### src/rtl/lsu_ctrl.sv
// lsu_ctrl: turns RV32I byte-addressed loads/stores into word accesses on a byte-enable-less dmem.
// Response 1 (fault) to 5 (crossing store) cycles after accept; one request in flight, req_ready only in IDLE.
module lsu_ctrl #(
  parameter int XLEN      = 32,
  parameter int MEM_WORDS = 2048
) (
  input  logic            clk,
  input  logic            rst,
  input  logic            req_valid,
  output logic            req_ready,
  input  logic            req_we,
  input  logic [2:0]      req_funct3,
  input  logic [XLEN-1:0] req_addr,
  input  logic [XLEN-1:0] req_wdata,
  output logic            resp_valid,
  output logic [XLEN-1:0] resp_rdata,
  output logic            resp_err,
  output logic [XLEN-1:0] mem_addr,
  output logic [XLEN-1:0] mem_write_data,
  input  logic [XLEN-1:0] mem_read_data,
  output logic            write_en,
  output logic            mem_en
);
  localparam int AW = XLEN - 2;

  typedef enum logic [2:0] {IDLE, RD0, WR0, RD1, WR1, DONE} state_t;

  state_t          state_q, state_d;
  logic            we_q, we_d, cross_q, cross_d;
  logic [2:0]      f3_q, f3_d;
  logic [1:0]      off_q, off_d;
  logic [AW-1:0]   w0_q, w0_d, w1_q, w1_d;
  logic [XLEN-1:0] wdata_q, wdata_d, buf0_q, buf0_d;
  logic            req_ready_q, req_ready_d, resp_valid_q, resp_valid_d;
  logic            resp_err_q, resp_err_d, write_en_q, write_en_d, mem_en_q, mem_en_d;
  logic [XLEN-1:0] resp_rdata_q, resp_rdata_d, mem_addr_q, mem_addr_d;
  logic [XLEN-1:0] mem_write_data_q, mem_write_data_d;

  logic [AW-1:0]     req_w0, req_w1;
  logic              req_cross, req_fault, req_full_word;
  logic [2*XLEN-1:0] merged;
  logic [XLEN-1:0]   load_val;

  function automatic logic [3:0] size_of(input logic [2:0] f3);
    case (f3[1:0])
      2'b00:   return 4'd1;
      2'b01:   return 4'd2;
      default: return 4'd4;
    endcase
  endfunction

  function automatic logic legal(input logic we, input logic [2:0] f3);
    if (we) return f3 inside {3'b000, 3'b001, 3'b010};
    return f3 inside {3'b000, 3'b001, 3'b010, 3'b100, 3'b101};
  endfunction

  // Two-word view {w1, w0}: the low half is the w0 merge, the high half the w1 merge.
  function automatic logic [2*XLEN-1:0] merge(input logic [2*XLEN-1:0] old, input logic [XLEN-1:0] wd,
                                              input logic [2:0] f3, input logic [1:0] off);
    logic [2*XLEN-1:0] m;
    case (f3[1:0])
      2'b00:   m = {{(2*XLEN-8){1'b0}}, 8'hFF};
      2'b01:   m = {{(2*XLEN-16){1'b0}}, 16'hFFFF};
      default: m = {{XLEN{1'b0}}, {XLEN{1'b1}}};
    endcase
    m = m << {off, 3'b000};
    return (old & ~m) | (({{XLEN{1'b0}}, wd} << {off, 3'b000}) & m);
  endfunction

  function automatic logic [XLEN-1:0] extract(input logic [2*XLEN-1:0] src, input logic [2:0] f3,
                                              input logic [1:0] off);
    logic [XLEN-1:0] w;
    w = src[{1'b0, off, 3'b000} +: XLEN];
    case (f3)
      3'b000:  return {{(XLEN-8){w[7]}}, w[7:0]};
      3'b001:  return {{(XLEN-16){w[15]}}, w[15:0]};
      3'b100:  return {{(XLEN-8){1'b0}}, w[7:0]};
      3'b101:  return {{(XLEN-16){1'b0}}, w[15:0]};
      default: return w;
    endcase
  endfunction

  always_comb begin
    req_w0        = req_addr[XLEN-1:2];
    req_w1        = req_w0 + AW'(1);
    req_cross     = ({2'b00, req_addr[1:0]} + size_of(req_funct3)) > 4'd4;
    req_fault     = !legal(req_we, req_funct3)
                    || (XLEN'(req_w0) >= XLEN'(MEM_WORDS))
                    || (req_cross && (XLEN'(req_w1) >= XLEN'(MEM_WORDS)));
    req_full_word = (req_funct3[1:0] == 2'b10) && (req_addr[1:0] == 2'b00);
  end

  always_comb begin
    state_d          = state_q;
    we_d             = we_q;
    f3_d             = f3_q;
    off_d            = off_q;
    cross_d          = cross_q;
    w0_d             = w0_q;
    w1_d             = w1_q;
    wdata_d          = wdata_q;
    buf0_d           = buf0_q;
    resp_valid_d     = 1'b0;
    resp_rdata_d     = resp_rdata_q;
    resp_err_d       = resp_err_q;
    mem_en_d         = 1'b0;
    write_en_d       = 1'b0;
    mem_addr_d       = '0;
    mem_write_data_d = '0;
    merged           = merge({mem_read_data, mem_read_data}, wdata_q, f3_q, off_q);
    load_val         = extract({mem_read_data, (state_q == RD1) ? buf0_q : mem_read_data}, f3_q, off_q);

    case (state_q)
      IDLE: begin
        if (req_valid) begin
          we_d    = req_we;
          f3_d    = req_funct3;
          off_d   = req_addr[1:0];
          cross_d = req_cross;
          w0_d    = req_w0;
          w1_d    = req_w1;
          wdata_d = req_wdata;
          if (req_fault) begin
            state_d      = DONE;
            resp_valid_d = 1'b1;
            resp_err_d   = 1'b1;
            resp_rdata_d = '0;
          end else if (req_we && req_full_word) begin
            state_d          = WR0;
            mem_en_d         = 1'b1;
            write_en_d       = 1'b1;
            mem_addr_d       = XLEN'(req_w0);
            mem_write_data_d = req_wdata;
          end else begin
            state_d    = RD0;
            mem_en_d   = 1'b1;
            mem_addr_d = XLEN'(req_w0);
          end
        end
      end
      RD0: begin
        buf0_d = mem_read_data;
        if (we_q) begin
          state_d          = WR0;
          mem_en_d         = 1'b1;
          write_en_d       = 1'b1;
          mem_addr_d       = XLEN'(w0_q);
          mem_write_data_d = merged[XLEN-1:0];
        end else if (cross_q) begin
          state_d    = RD1;
          mem_en_d   = 1'b1;
          mem_addr_d = XLEN'(w1_q);
        end else begin
          state_d      = DONE;
          resp_valid_d = 1'b1;
          resp_err_d   = 1'b0;
          resp_rdata_d = load_val;
        end
      end
      WR0: begin
        if (cross_q) begin
          state_d    = RD1;
          mem_en_d   = 1'b1;
          mem_addr_d = XLEN'(w1_q);
        end else begin
          state_d      = DONE;
          resp_valid_d = 1'b1;
          resp_err_d   = 1'b0;
          resp_rdata_d = '0;
        end
      end
      RD1: begin
        if (we_q) begin
          state_d          = WR1;
          mem_en_d         = 1'b1;
          write_en_d       = 1'b1;
          mem_addr_d       = XLEN'(w1_q);
          mem_write_data_d = merged[2*XLEN-1:XLEN];
        end else begin
          state_d      = DONE;
          resp_valid_d = 1'b1;
          resp_err_d   = 1'b0;
          resp_rdata_d = load_val;
        end
      end
      WR1: begin
        state_d      = DONE;
        resp_valid_d = 1'b1;
        resp_err_d   = 1'b0;
        resp_rdata_d = '0;
      end
      DONE:    state_d = IDLE;
      default: state_d = IDLE;
    endcase

    req_ready_d = (state_d == IDLE);
  end

  always_ff @(posedge clk) begin
    if (rst) begin
      state_q          <= IDLE;
      we_q             <= 1'b0;
      f3_q             <= '0;
      off_q            <= '0;
      cross_q          <= 1'b0;
      w0_q             <= '0;
      w1_q             <= '0;
      wdata_q          <= '0;
      buf0_q           <= '0;
      req_ready_q      <= 1'b1;
      resp_valid_q     <= 1'b0;
      resp_rdata_q     <= '0;
      resp_err_q       <= 1'b0;
      mem_en_q         <= 1'b0;
      write_en_q       <= 1'b0;
      mem_addr_q       <= '0;
      mem_write_data_q <= '0;
    end else begin
      state_q          <= state_d;
      we_q             <= we_d;
      f3_q             <= f3_d;
      off_q            <= off_d;
      cross_q          <= cross_d;
      w0_q             <= w0_d;
      w1_q             <= w1_d;
      wdata_q          <= wdata_d;
      buf0_q           <= buf0_d;
      req_ready_q      <= req_ready_d;
      resp_valid_q     <= resp_valid_d;
      resp_rdata_q     <= resp_rdata_d;
      resp_err_q       <= resp_err_d;
      mem_en_q         <= mem_en_d;
      write_en_q       <= write_en_d;
      mem_addr_q       <= mem_addr_d;
      mem_write_data_q <= mem_write_data_d;
    end
  end

  // rst forces reset values in the same cycle, so a pending WR1 strobe never reaches dmem.
  assign req_ready      = req_ready_q | rst;
  assign resp_valid     = resp_valid_q & ~rst;
  assign resp_err       = resp_err_q & ~rst;
  assign resp_rdata     = rst ? '0 : resp_rdata_q;
  assign mem_en         = mem_en_q & ~rst;
  assign write_en       = write_en_q & ~rst;
  assign mem_addr       = rst ? '0 : mem_addr_q;
  assign mem_write_data = rst ? '0 : mem_write_data_q;

endmodule

### config.mk
export PLATFORM = sky130hd
export DESIGN_NAME = lsu_ctrl
export DESIGN_NICKNAME = d
export VERILOG_FILES = /design/src/rtl/lsu_ctrl.sv
export SDC_FILE = /design/constraint.sdc
export NUM_CORES = 1
export LEC_CHECK = 0
export BUFFER_PORTS_ARGS = -buffer_cell sky130_fd_sc_hd__buf_2
export CORE_ASPECT_RATIO = 1.2
export CORE_MARGIN = 2
export CORE_UTILIZATION = 57
export DETAILED_ROUTE_END_ITERATION = 6
export HOLD_SLACK_MARGIN = 0.02
export PLACE_DENSITY = 0.82
export SLEW_MARGIN = 0
export SYNTH_ARGS = -nofsm -noshare
export SYNTH_HDL_FRONTEND = slang
export SYNTH_SLANG_ARGS = --single-unit
### constraint.sdc
create_clock -name clk -period 3.3 [get_ports clk]
set_input_delay 0.66 -clock clk [delete_from_list [all_inputs] [get_ports clk]]
set_output_delay 0.66 -clock clk [all_outputs]
set_load 0.005 [all_outputs]
==> impl_metrics.csv <==
group,metric,value,unit
worst_setup_path,cp.required,3.74,ns
cts,postCtsResizedCells,0,
finish,drive_gt1_share,21.2,%
sta,period_share,85.2,%
power,comb_power_share,29.0,%
floorplanning,coreArea,21000,sq um
cts,cts_root_buf,"clkbuf_16",
sta,period_minus_slack,2.81,ns
logic_synthesis,synth_edf_count,0,
power,p_int,6.14,mW
cts,cts_hold_buf,0,
cts,clk_latency,0.54,ns
power,pwr-share-clk,33.1,%
finish,final_common_cell,"nand2_1",
cts,post_cts_buffers,0,
worst_setup_path,cp-end-kind,"flop",
cts,cts_buffers,25,
grt,grt_pass1_wl,60400,um
power,power_density,651,nW/um^2
grt,grt_max_degree,88,
cts,cts_tree,"yes",
logic_synthesis,synth_area_per_cell,8.03,sq um
worst_setup_path,cp_max_fo,38,
grt,grt_usage,32.9,%
finish,final_util,68.1,%
drt,drc,0,
power,vdd_drop_max,0.460,mV
placed_design,numPortBuffers,201,
sta,final-hold-violation-count,0,
logic_synthesis,synth_cell_type_count,63,
finish,final_cell_mix,"nand2_1 (251), dfxtp_1 (231), buf_2 (200)",
drt,num_vias,12156,
worst_setup_path,path_class,"in2reg",
finish,fillers,1733,
grt,grt-ovfl-total,0,
min_path,hp-class,"in2reg",
finish,stdcell_count,1952,
drt,wl,39200,um
logic_synthesis,ys_ff_latch,233,
finish,syn_to_final_growth,16.5,%
sta,holdWs,0.392,ns
grt,grt_pass1_vias,11346,
worst_setup_path,cp-start-kind,"input pin",
logic_synthesis,seq_area_frac_synth,37.9,%
logic_synthesis,synth_top_area_share,37.9,%
floorplanning,rows,58,
placed_design,gp_congestion,1.01,
worst_setup_path,arrival,3.25,ns
drt,ant_nets,0,
placed_design,dp_hpwl,27600,um
logic_synthesis,yosys.area.top_type,"dfxtp_1",
sta,fmax,356,MHz
finish,nNetsFinal,1771,
cts,path_clk_slew,0.06,ns
logic_synthesis,ys_top_cells_by_area,"dfxtp_1 (38%), nand2_1 (7.7%), a21oi_1 (6.4%), mux2i_1 (4.6%), nor2b_1 (4.0%)",
power,seqPwrFrac,37.9,%
placed_design,post-place-cells,1906,
power,totalPowerFinal,9.32,mW
floorplanning,start_util,58.4,%
floorplanning,die_h,165,um
logic_synthesis,synth_ff_type,"dfxtp_1",
sta,finalClockSkew,0.0198,ns
floorplanning,die_w,138,um
floorplanning,ios,204,
logic_synthesis,async_flop_share,0,%
power,swShare,34.2,%
sta,finalMaxSlewViolations,0,
sta,final-setup-viol-count,0,
drt,first_pass_iters,6,
floorplanning,dieArea,22800,sq um
power,p_sw,3.19,mW
flow_run,maxCapViolations,0,
run_status,status,"complete, no violations",
logic_synthesis,yosysWarnings,0,
cts,clock_path_buffers,3,
logic_synthesis,syn_inst,1531,
grt,antenna_found_initial,1,
logic_synthesis,synthesis.area,12300,sq um
power,p_leak,5.86,nW
drt,wire_per_inst,20.1,um
sta,tightest_slew,0.808,ns
cts,cts.sinks,233,
drt,drt-vias-per-instance,6.23,
drt,drt_iter0_drc,1125,
sta,fin_setup_tns,0,ns
sta,grt_setup_unrepaired,"no",
cts,htree_levels,1,
sta,slew_headroom,46.1,%
## cells in the mapped netlist, drive strengths merged (8+ instances only)
master and number:
o21a 8, xnor2 15, and2 14, nor3 10, a211oi 29, o21ai 50
o32ai 25, o211ai 9, nand4 49, nand3 23, nor2 110, mux2i 57
mux4 14, a22oi 31, nand2 252, buf 51, o221ai 17, o22ai 11
nor4 8, inv 68, mux2 36, xor2 10, clkbuf 83, nand2b 8
nor2b 78, a21oi 159, dfxtp 233
## per-stage QoR
| step | cell area (sq um) | setup WS, ns |
|---|---|---|
| floorplan | 12300 | 0.637 |
| global placement | 13400 | 0.177 |
| detailed placement | 13400 | 0.0362 |
| CTS | 14300 | 0.551 |
| global route | 14300 | 0.361 |
| finish | 14300 | 0.489 |
## power by group through the flow
stage	registers [mW]	clock network, mW	logic, mW
after CTS	3.52	3.10	2.66
final	3.53	3.08	2.71
after global routing	3.57	3.21	2.94
after detailed placement	3.58	0	2.64
after floorplan	3.45	0	1.98
after global placement	3.56	0	2.57
## state kept, by name, summed over array words and instances (netlist names), 2 cells and up
signal	flops
f3_q	3
mem_addr_q	30
w0_q	30
w1_q	30
resp_rdata_q	32
mem_write_data_q	32
wdata_q	32
buf0_q	32
off_q	2
state_q	3
## worst max-delay path, stage by stage
cell and delay, ns:
buf_2 0.14, nor2_1 0.10, ha_1 0.19, inv_1 0.06, fa_1 0.49, nand2b_1 0.06
a22oi_1 0.29, a21o_2 0.19, buf_4 0.41, nand4_2 0.35, o22ai_1 0.31
## layer usage
layer | up-vias | wire (um) | track usage, %
li1 | 5629 | - | -
met1 | 5717 | 14500 | 39.5
met2 | 653 | 18900 | 55.5
met3 | 157 | 3030 | 4.49
met4 | 0 | 2800 | 22.0
met5 | - | 0 | 0
## kinds of logic after synthesis
family	share of synthesized area [%]
AND/OR/NAND/NOR	22.0
other	0.0305
flip-flops	37.9
XOR/XNOR	1.78
multiplexers	10.6
adder cells (fa/ha/maj)	0.570
AO/OA/AOI/OAI	20.1
buffers and inverters	6.96
## final cells by class
| class | count | area, sq um | share of cell area (%) |
|---|---|---|---|
| diodes | 1 | 2.50 | 0.0175 |
| clock buffers | 35 | 763 | 5.33 |
| clock inverters | 10 | 156 | 1.09 |
| inverters | 68 | 255 | 1.78 |
| multi-input cells | 1097 | 6800 | 47.5 |
| flip-flops and latches | 233 | 4670 | 32.6 |
| well taps | 270 | 338 | 2.36 |
| repair buffers | 238 | 1340 | 9.36 |
## path summary, 6_finish.rpt
kind                                    to  cells after the start                    start  slack (ns)
min reg2reg        buf0_q[30]$_SDFFE_PP0P_                      2  buf0_q[30]$_SDFFE_PP0P_        0.45
min               wdata_q[11]$_SDFFE_PP0P_                      3            req_wdata[11]        0.39
max reg2reg  resp_rdata_q[30]$_SDFFE_PP0P_                      6    state_q[1]$_SDFF_PP0_        0.63
max               mem_addr_q[4]$_SDFF_PP0_                     11            req_funct3[1]        0.49
(Power assumes the default switching activity.)
